File: src/rtl/w_schedule.sv
// SHA-256 message-schedule expander: streams W_0..W_{ROUNDS-1}, one word per clock, from a 16-word window.
// Define W_SCHED_STALL_EN to add a 'stall' input that freezes the stream while running.
module w_schedule #(
    parameter int ROUNDS = 64
) (
    input  logic         clk,
    input  logic         reset,
    input  logic         en,
`ifdef W_SCHED_STALL_EN
    input  logic         stall,
`endif
    input  logic [511:0] W,
    output logic [31:0]  w_t,
    output logic [5:0]   w_idx,
    output logic         w_valid,
    output logic         busy,
    output logic         en_next
);

    localparam logic [1:0] S_IDLE   = 2'd0;
    localparam logic [1:0] S_RUN    = 2'd1;
    localparam logic [1:0] S_DONE   = 2'd2;
    localparam logic [5:0] LAST_IDX = 6'(ROUNDS - 1);

    logic [1:0]  state;
    logic [31:0] win [16];
    logic [5:0]  t_idx;
    logic [31:0] new_word;
    logic        hold;

    function automatic logic [31:0] ssig0(input logic [31:0] x);
        return {x[6:0], x[31:7]} ^ {x[17:0], x[31:18]} ^ (x >> 3);
    endfunction

    function automatic logic [31:0] ssig1(input logic [31:0] x);
        return {x[16:0], x[31:17]} ^ {x[18:0], x[31:19]} ^ (x >> 10);
    endfunction

`ifdef W_SCHED_STALL_EN
    assign hold = stall;
`else
    assign hold = 1'b0;
`endif

    // win[0] holds W_t, so W_{t+16} draws on W_{t+14}, W_{t+9}, W_{t+1} and W_t
    always_comb begin
        new_word = ssig1(win[14]) + win[9] + ssig0(win[1]) + win[0];
    end

    assign w_t   = win[0];
    assign w_idx = t_idx;

    always_ff @(posedge clk or negedge reset) begin
        if (!reset) begin
            state   <= S_IDLE;
            t_idx   <= '0;
            w_valid <= 1'b0;
            busy    <= 1'b0;
            en_next <= 1'b0;
            for (int i = 0; i < 16; i++) win[i] <= '0;
        end else begin
            case (state)
                S_RUN: begin
                    if (!hold) begin
                        if (t_idx == LAST_IDX) begin
                            state   <= S_DONE;
                            w_valid <= 1'b0;
                            busy    <= 1'b0;
                            en_next <= 1'b1;
                        end else begin
                            for (int i = 0; i < 15; i++) win[i] <= win[i + 1];
                            win[15] <= new_word;
                            t_idx   <= t_idx + 6'd1;
                        end
                    end
                end
                // IDLE and DONE both accept a new block; DONE lasts exactly one cycle
                default: begin
                    en_next <= 1'b0;
                    if (en) begin
                        for (int i = 0; i < 16; i++) win[i] <= W[32*i +: 32];
                        state   <= S_RUN;
                        t_idx   <= '0;
                        w_valid <= 1'b1;
                        busy    <= 1'b1;
                    end else begin
                        state   <= S_IDLE;
                        w_valid <= 1'b0;
                        busy    <= 1'b0;
                    end
                end
            endcase
        end
    end

endmodule
File: config.mk
export PLATFORM = sky130hd
export DESIGN_NAME = w_schedule
export DESIGN_NICKNAME = d
export VERILOG_FILES = /design/src/rtl/w_schedule.sv
export SDC_FILE = /design/constraint.sdc
export NUM_CORES = 2
export LEC_CHECK = 0
export ABC_AREA = 1
export BUFFER_PORTS_ARGS = -buffer_cell sky130_fd_sc_hd__buf_2
export CAP_MARGIN = 20
export CORE_MARGIN = 5
export CORE_UTILIZATION = 30
export DETAILED_ROUTE_END_ITERATION = 16
export PLACE_DENSITY = 0.5
export SLEW_MARGIN = 20
export SYNTH_ARGS = -nofsm -noshare
export SYNTH_HDL_FRONTEND = slang
export SYNTH_SLANG_ARGS = --single-unit
File: constraint.sdc
create_clock -name clk -period 5 [get_ports clk]
set_clock_uncertainty 0.2 [all_clocks]
set_input_delay 0.75 -clock clk [delete_from_list [all_inputs] [get_ports clk]]
set_output_delay 0.75 -clock clk [all_outputs]
set_load 0.1 [all_outputs]
==> impl_metrics.env <==
export IMPL_required_ns=5.35
export IMPL_vias=26100
export IMPL_finalHoldViolCount=0
export IMPL_drv_slew=0
export IMPL_die_x_um=334
export IMPL_post_drt_wl_per_cell_um=23.5
export IMPL_period_minus_slack_ns=4.30
export IMPL_remaining_drc_errors=0
export IMPL_postCtsSetupBuffers=0
export IMPL_r2r_cells=16
export IMPL_ys_seq_area_share_pct=41.3
export IMPL_portBuffers=555
export IMPL_cts_repair_resized=0
export IMPL_hold_buffers=0
export IMPL_slew_headroom_pct=31.0
export IMPL_fin_tns_setup_ns=0
export IMPL_die_h_um=334
export IMPL_start_util_pct=30.1
export IMPL_antenna_found_initial=36
export IMPL_cp_start_kind="register"
export IMPL_r2r_start="win[48]$_DFFE_PN0P_"
export IMPL_numCtsBuffers=69
export IMPL_synth_top_cell_by_area="dfrtp_1"
export IMPL_drtPass1Iterations=5
export IMPL_fin_nets=4624
export IMPL_clkLatencyLatePin_ns=0.63
export IMPL_core_um2=105000
export IMPL_fin_crit_sh_pct=85.9
export IMPL_synth_top_cell_area_share_pct=41.3
export IMPL_gr_total_overflow=0
export IMPL_die_area_um2=112000
export IMPL_grt_pass1_vias=26200
export IMPL_synth_area_leaders="dfrtp_1 41%, o211ai_2 14%, nand2_1 9.2%"
export IMPL_synth_area_per_cell_um2=8.70
export IMPL_yosysWarnings=0
export IMPL_syn2layout_area_growth_pct=18.9
export IMPL_num_rows=119
export IMPL_drt_first_iter_violations=2189
export IMPL_drtAntennaViolNets=0
export IMPL_async_flop_share_pct=100
export IMPL_setup_viol=0
export IMPL_yosys_cell_types_count=32
export IMPL_drv_cap=0
export IMPL_rsz0062_at_grt="no"
export IMPL_critPathKind="register to register"
export IMPL_cp_endpoint="win[16]$_DFFE_PN0P_"
export IMPL_cts_htree_levels=3
export IMPL_ios=556
export IMPL_grt_pass1_wl_mm=183
export IMPL_clk_pin_slew_ns=0.06
export IMPL_netlist_top_cells_count="772 x nand2_1, 631 x inv_1, 520 x dfrtp_1, 365 x o21ai_1, 363 x o211ai_2"
export IMPL_syn_nets=4233
export IMPL_via_per_inst=4.78
export IMPL_fmax_mhz=233
export IMPL_track_usage_pct=22.3
export IMPL_r2r_end="win[16]$_DFFE_PN0P_"
export IMPL_postRouteWirelength_mm=129
export IMPL_ys_flop_type="dfrtp_1"
export IMPL_netlist_instances=3624
export IMPL_cp_max_fo=6
export IMPL_end_kind="register"
export IMPL_routabilityCongestion=0.930
export IMPL_worst_slew_pin_slew_ns=1.03
export IMPL_crit_arrival_ns=4.65
export IMPL_yosysMostFrequentCell="nand2_1"
export IMPL_hold_path_class="input port to asynchronous set/reset pin"
export IMPL_cts_root_buf="clkbuf_16"
export IMPL_synth_edf_count=0
export IMPL_synth_area_um2=31500
export IMPL_clock_sinks=520
export IMPL_grt_max_degree=176
export IMPL_clock_tree_buffer_depth=3
export IMPL_worstSetupStartpoint="win[48]$_DFFE_PN0P_"
export IMPL_hpwlAfterDp_mm=102
export IMPL_cts_tree="yes"
export IMPL_status="finished clean"
export IMPL_ys_ff_latch=520
export IMPL_drive_gt1_share_pct=26.5
export IMPL_r2r_slack_ns=0.70
==> sequential cells by signal, indices dropped and copies added (netlist names) <==
| name | flops |
|---|---|
| w_idx | 6 |
| state | 2 |
| w_t | 32 |
| win | 480 |
==> layer usage <==
metal | up-vias | wire, um | track usage [%]
met2 | 838 | 59700 | 36.2
met1 | 12500 | 55900 | 29.9
met5 | - | 102 | 0
li1 | 12500 | - | -
met4 | 18 | 3890 | 6.09
met3 | 202 | 9000 | 5.38
==> kinds of logic (layout without fill, tap and decap cells) <==
family / after synthesis / after routing / synth area share [%]
AOI/OAI and AO/OA: 1003 / 1003 / 25.4
other: 0 / 17 / 0
DFF: 520 / 520 / 41.3
adders and majority gates: 94 / 94 / 5.20
and+or+nand+nor: 963 / 963 / 11.9
buffers and inverters: 911 / 1353 / 12.6
xor gates and xnor gates: 133 / 133 / 3.69
==> critical path, stage by stage (launching register included) <==
cell	delay [ns]
dfrtp_1	0.67
xnor2_1	0.19
xor2_1	0.32
fa_1	0.49
fa_1	0.49
inv_1	0.05
ha_1	0.40
nand2_1	0.16
nor2_1	0.30
nand2_1	0.09
nand2_1	0.20
nand2_1	0.08
nor2_1	0.13
nor2_1	0.06
nand2_1	0.06
nand3_1	0.15
a21oi_1	0.16
==> how the worst min path moves through the flow <==
stage | startpoint | to | slack, ns | cells after the start
after floorplan | reset | state[0]$_DFFE_PN0P_ | 0.25 | 0
after global placement | win[416]$_DFFE_PN0P_ | win[416]$_DFFE_PN0P_ | 0.27 | 2
after detailed placement | win[416]$_DFFE_PN0P_ | win[416]$_DFFE_PN0P_ | 0.28 | 2
after CTS | reset | win[265]$_DFFE_PN0P_ | 0.03 | 1
after global routing | reset | win[186]$_DFFE_PN0P_ | 0.04 | 1
final | reset | win[219]$_DFFE_PN0P_ | 0.004 | 1
==> area by class of cell <==
| type | count | area, um^2 |
|---|---|---|
| Antenna cell | 17 | 42.5 |
| Sequential cell | 520 | 13000 |
| Tap cell | 1391 | 1740 |
| Clock inverter | 22 | 298 |
| Inverter | 632 | 2370 |
| Fill cell | 11000 | 67300 |
| Multi-Input combinational cell | 2193 | 14600 |
| Clock buffer | 100 | 2080 |
| Timing Repair Buffer | 599 | 3370 |
==> cell usage in the layout, fill, tap and decap left out, types with 32 or more instances in the layout <==
cell and instances:
xor2_1 60, clkbuf_16 72, dfrtp_1 520, o21ai_0 84
a21oi_1 54, o211ai_2 363, inv_1 630, o21ai_1 365
nor2_1 115, a31oi_1 57, xnor2_1 73, nand2_1 772
ha_1 32, o211ai_1 68, fa_1 62, nand3_1 54
buf_2 554
==> stage by stage <==
| stage | area [um^2] | hold WS [ns] | setup WS [ns] | std cells | utilization (%) |
|---|---|---|---|---|---|
| after floorplan | 31500 | 0.253 | 1.44 | 3624 | - |
| after global placement | 35100 | 0.269 | 0.777 | 5335 | 33.5 |
| after detailed placement | 35100 | 0.284 | 0.822 | 5335 | 33.5 |
| after CTS | 37400 | 0.0336 | 0.800 | 5457 | 35.7 |
| after global routing | 37500 | 0.0377 | 0.632 | 5463 | 35.7 |
| final | 37500 | 0.00401 | 0.704 | 5474 | 35.8 |
Power is left out: the tool's default activity adds up to more than one toggle a clock period on the data nets, which glitch-free logic cannot reach.
